File: src/rtl/regfile_onehot_wr.sv
`default_nettype none
// ============================================================================
// Module   : regfile_onehot_wr
// Summary  : 32-entry register file with a one-hot write port, two registered
//            read ports, write-to-read bypass and malformed-select detection.
// Revision : 1.0 - initial release
// ============================================================================
module regfile_onehot_wr #(
   parameter int DATA_WIDTH = 32,
   parameter bit ZERO_REG   = 1'b1
) (
   input  logic                  i_clk,
   input  logic                  i_rst_n,
   input  logic                  i_wr_en,
   input  logic [31:0]           i_wr_sel,
   input  logic [DATA_WIDTH-1:0] i_wr_data,
   input  logic [4:0]            i_rd_addr_a,
   input  logic [4:0]            i_rd_addr_b,
   output logic [DATA_WIDTH-1:0] o_rd_data_a,
   output logic [DATA_WIDTH-1:0] o_rd_data_b,
   output logic                  o_sel_err
);

   localparam int c_NUM_REGS = 32;

   logic                  w_sel_onehot;
   logic                  w_wr_valid;
   logic                  w_wr_bad;
   logic [DATA_WIDTH-1:0] w_regs [c_NUM_REGS];
   logic                  w_hit_a;
   logic                  w_hit_b;
   logic                  w_zero_a;
   logic                  w_zero_b;
   logic [DATA_WIDTH-1:0] w_next_a;
   logic [DATA_WIDTH-1:0] w_next_b;
   logic [DATA_WIDTH-1:0] r_rd_data_a;
   logic [DATA_WIDTH-1:0] r_rd_data_b;
   logic                  r_sel_err;

   // Exactly one bit set: non-zero and clearing the lowest set bit leaves zero.
   assign w_sel_onehot = (i_wr_sel != 32'd0) && ((i_wr_sel & (i_wr_sel - 32'd1)) == 32'd0);
   assign w_wr_valid   = i_wr_en & w_sel_onehot;
   assign w_wr_bad     = i_wr_en & ~w_sel_onehot;

   generate
      for (genvar k = 0; k < c_NUM_REGS; k++) begin : g_entry
         if (ZERO_REG && (k == 0)) begin : g_zero
            assign w_regs[k] = '0;
         end else begin : g_reg
            logic [DATA_WIDTH-1:0] r_q;
            always_ff @(posedge i_clk or negedge i_rst_n) begin
               if (!i_rst_n) begin
                  r_q <= '0;
               end else if (w_wr_valid && i_wr_sel[k]) begin
                  r_q <= i_wr_data;
               end
            end
            assign w_regs[k] = r_q;
         end
      end
   endgenerate

   // A one-hot select bit at the read address is a same-cycle hit.
   assign w_hit_a  = w_wr_valid & i_wr_sel[i_rd_addr_a];
   assign w_hit_b  = w_wr_valid & i_wr_sel[i_rd_addr_b];
   assign w_zero_a = ZERO_REG && (i_rd_addr_a == 5'd0);
   assign w_zero_b = ZERO_REG && (i_rd_addr_b == 5'd0);

   always_comb begin
      w_next_a = w_regs[i_rd_addr_a];
      w_next_b = w_regs[i_rd_addr_b];
      if (w_hit_a) w_next_a = i_wr_data;
      if (w_hit_b) w_next_b = i_wr_data;
      if (w_zero_a) w_next_a = '0;
      if (w_zero_b) w_next_b = '0;
   end

   always_ff @(posedge i_clk or negedge i_rst_n) begin
      if (!i_rst_n) begin
         r_rd_data_a <= '0;
         r_rd_data_b <= '0;
         r_sel_err   <= 1'b0;
      end else begin
         r_rd_data_a <= w_next_a;
         r_rd_data_b <= w_next_b;
         r_sel_err   <= w_wr_bad;
      end
   end

   assign o_rd_data_a = r_rd_data_a;
   assign o_rd_data_b = r_rd_data_b;
   assign o_sel_err   = r_sel_err;

endmodule
`default_nettype wire

File: config.mk
export PLATFORM = sky130hd
export DESIGN_NAME = regfile_onehot_wr
export DESIGN_NICKNAME = d
export VERILOG_FILES = /design/src/rtl/regfile_onehot_wr.sv
export SDC_FILE = /design/constraint.sdc
export NUM_CORES = 2
export LEC_CHECK = 0
export CAP_MARGIN = 20
export CORE_MARGIN = 2
export CORE_UTILIZATION = 61
export CTS_CLUSTER_DIAMETER = 30
export CTS_CLUSTER_SIZE = 16
export DETAILED_ROUTE_END_ITERATION = 8
export PLACE_DENSITY_LB_ADDON = 0.3
export REMOVE_ABC_BUFFERS = 1
export SYNTH_ARGS = -nofsm -noshare
export SYNTH_HDL_FRONTEND = slang
export SYNTH_SLANG_ARGS = --single-unit
File: constraint.sdc
create_clock -name i_clk -period 2.8 [get_ports i_clk]
set_input_delay 0.7 -clock i_clk [delete_from_list [all_inputs] [get_ports i_clk]]
set_output_delay 0.7 -clock i_clk [all_outputs]
set_load 0.02 [all_outputs]
==> results.md <==
* Wire length per cell at 34.8 um
* Dominant synthesized flop cell: dfrtp_1
* Maxcap violations at 0
* Synth area leader: dfrtp_1
* Crit path buf inv count at 7
* Die Y at 311 um
* CP delay by family, top: buffers and inverters
* CP max-delay cell: o41ai_2
* Max Slew Vio Count at 0
* Pwr per Cell Area at 634 nW/um2
* Yosys top cell area share at 0.461
* Synth Area in Compound Gates at 0.0135
* Flops & latches, synth at 1057
* Post-synth ARST share at 1.00
* Arrival time worst endpoint at 3680 ps
* Post-route DRC at 0
* ANT nets after route at 0
* Max Freq at 331 MHz
* Layout cells sized above 1 at 0.624
* Via-per-instance ratio at 7.17
* Crit Path Class: in2reg
* Final nets at 3905
* CTS HTree Levels at 4
* Clk_skew at 29.2 ps
* DR iter-0 viols at 4211
* Initial Util at 0.615
* Setup violators final at 1048
* Post-Synth Adder-Cell Area at 0
* Crit-path max cell delay at 390 ps
* CTS sink count at 1057
* Core area at 93200 um2
* Post-synth top cells: dfrtp_1 (1057), mux2_2 (986), mux4_2 (596), clkbuf_1 (197), mux2i_1 (130)
* Vias at 37700
* Critical Path Fanout Max at 20
* Worst hold margin at 442 ps
* Inst Count DP at 4834
* TritonCTS Buffers at 206
* Drt pass-1 iters at 7
* Buffers on Ports at 141
* Placed inst area at 62500 um2
* Design Area, Final at 71300 um2
* Post-Layout Cell Count at 5264
* Required @ worst endpoint at 3460 ps
* Post-synth EDFFs at 0
* Syn-to-layout area delta at 24.3%
* CTS tree: yes
* Min Tclk post-route at 3020 ps
* Die area at 96500 um2
* Multiplexer share of the synthesized area at 0.468
* Netlist cell types at 50
* Die Wd at 311 um
* Worst Setup Start Kind: primary input
* Grt total ovfl at 0
* XOR/XNOR Fraction of Synth Area at 0.000153
* Most common cell on crit path: buf_12
* Top-count cell post-synth: dfrtp_1
* Pin count of the biggest net entering global routing at 130
* Worst-case clock buffer depth at 3
* Worst Hold Class: in2async
* CTS clk-pin slew, worst paths at 50 ps
* Post-DP HPWL at 107000 um
* Status: finished, violations left
* Top post-synthesis cells by area: dfrtp_1 (46%), mux4_2 (23%), mux2_2 (19%), mux2i_1 (2.3%), buf_6 (1.9%)
* # rows at 112
* Clk_lat worst skew at 800 ps
* RSZ-0062 raised after global routing: true
* Leak at 33.5 nW
* Register area share after synthesis at 0.461
* Initial antenna violation count at 1
* Final GP Congestion at 0.920
* Simple-gate share of the synthesized area at 0.0198
* Vias in the first global route at 41200
* Total global-route track usage at 0.385
* Crit-path cells: buf_8, nor4_4, buf_4, nand4_4, buf_4, o41ai_2, o21a_1, o2111a_2, buf_12, buf_16, buf_12, nand3_4, buf_12, mux2_2
* Slew HR at 0.513
* Largest family of logic cells by synthesized area: multiplexers
* Failing checks: negative setup slack
* Ports at 142
* Final period util at 1.08
* Peak supply drop at 0.000648 V
* Final hold vios at 0
* First-pass GRT wire length at 273000 um
* Root Buffer: clkbuf_16
* Netlist Area Pre-Place at 57300 um2
* Setup slack after layout at -219 ps
* WL final at 183000 um
* Actual slew at the worst max-slew pin at 730 ps
* CP endpoint kind: flop
* Yosys Warn Count at 0
* Syn Area/Cell at 16.6 um2
* Syn Inst Count at 3453
==> logic make-up (layout without fill, tap and decap cells) <==
family,count (synthesis),after routing
other,0,1
buffers and inverters,372,928
xor gates and xnor gates,1,1
AOI/OAI and AO/OA,91,91
muxes,1782,1782
and+or+nand+nor,150,150
DFF,1057,1057
==> cell type report <==
cell class	instances	area, um2
fillers	4920	21900
clock buffers	234	5410
repair buffers	537	6450
clock inverters	155	2400
diodes	1	2.50
multi-input cells	2024	29000
flip-flops and latches	1057	26500
inverters	2	7.51
well taps	1254	1570
==> per-stage QoR <==
| stage | TNS (ps) | util | power, mW | setup slack [ps] |
|---|---|---|---|---|
| after floorplan | -3092520 | - | 16.1 | -3980 |
| after global placement | -1219890 | 0.671 | 17.8 | -1240 |
| after detailed placement | -1280410 | 0.671 | 17.9 | -1330 |
| after CTS | -806 | 0.763 | 45.2 | -40.6 |
| after global routing | -185710 | 0.765 | 46.2 | -266 |
| final | -113470 | 0.765 | 45.2 | -219 |
==> metal layers <==
layer | track usage | wire length [um] | vias up
li1 | - | - | 14500
met1 | 0.500 | 65200 | 20000
met2 | 0.588 | 85900 | 2526
met3 | 0.0993 | 19300 | 750
met4 | 0.237 | 12400 | 0
met5 | 0 | 0 | -
==> sequential cells by signal (all words and copies together) (netlist names) <==
| register | cells |
|---|---|
| g_entry.g_reg.r_q | 992 |
| o_sel_err | 1 |
| o_rd_data_b | 32 |
| o_rd_data_a | 32 |
==> where the power goes <==
| group | total (mW) | internal (mW) | switching [mW] | leakage, nW |
|---|---|---|---|---|
| combinational | 2.36 | 0.869 | 1.49 | 15.0 |
| sequential | 15.3 | 15.3 | 0.000445 | 14.8 |
| clock | 27.5 | 18.5 | 9.04 | 3.73 |
==> path summary, 6_finish.rpt <==
| path | slack [ps] | end | startpoint | cells after the start |
|---|---|---|---|---|
| setup / recovery | -220 | g_entry[12].g_reg.r_q[25] | i_wr_sel[0] | 14 |
| hold / removal | 440 | g_entry[9].g_reg.r_q[3] | i_rst_n | 2 |
| setup reg to reg | 760 | o_rd_data_a[25] | g_entry[31].g_reg.r_q[25] | 4 |
| hold reg to reg | 510 | g_entry[28].g_reg.r_q[27] | g_entry[28].g_reg.r_q[27] | 1 |
| max in group asynchronous | 1230 | o_rd_data_b[28] | i_rst_n | 3 |
| min in group i_clk | 500 | o_rd_data_a[21] | i_rd_addr_a[4] | 3 |
==> repair_timing <==
| item | in CTS | in global routing |
|---|---|---|
| endpoints found under the setup margin | 1056 | 1054 |
| gates cloned | 7 | 1 |
| hold endpoints to repair | 21 | 0 |
| pin swaps | 23 | 9 |
| gates resized for setup | 125 | 36 |
| buffers inserted | 28 | 4 |
| hold buffers | 1 | 0 |
==> cell usage in the layout, fill, tap and decap left out, types with 3 or more instances in the layout <==
cell / count
nor3_4: 4
mux2_1: 14
buf_16: 9
nor2_1: 8
clkbuf_8: 13
mux2_2: 985
buf_12: 143
o21a_1: 4
clkdlybuf4s50_1: 101
mux2i_1: 121
mux4_2: 596
clkinv_2: 26
buf_4: 227
nor4_4: 4
mux2_4: 57
nand2_1: 73
o21ai_0: 3
clkinv_16: 4
clkinv_8: 3
dlygate4sd2_1: 15
nor3_1: 6
a22o_1: 63
buf_6: 20
clkbuf_16: 208
clkbuf_1: 14
bufinv_16: 48
inv_6: 15
a211oi_1: 4
clkdlybuf4s15_1: 3
nand3_4: 31
inv_16: 4
buf_2: 6
dfrtp_1: 1057
mux2i_2: 7
clkinvlp_4: 29
buf_8: 8
clkinv_4: 25
(Power assumes the default switching activity.)
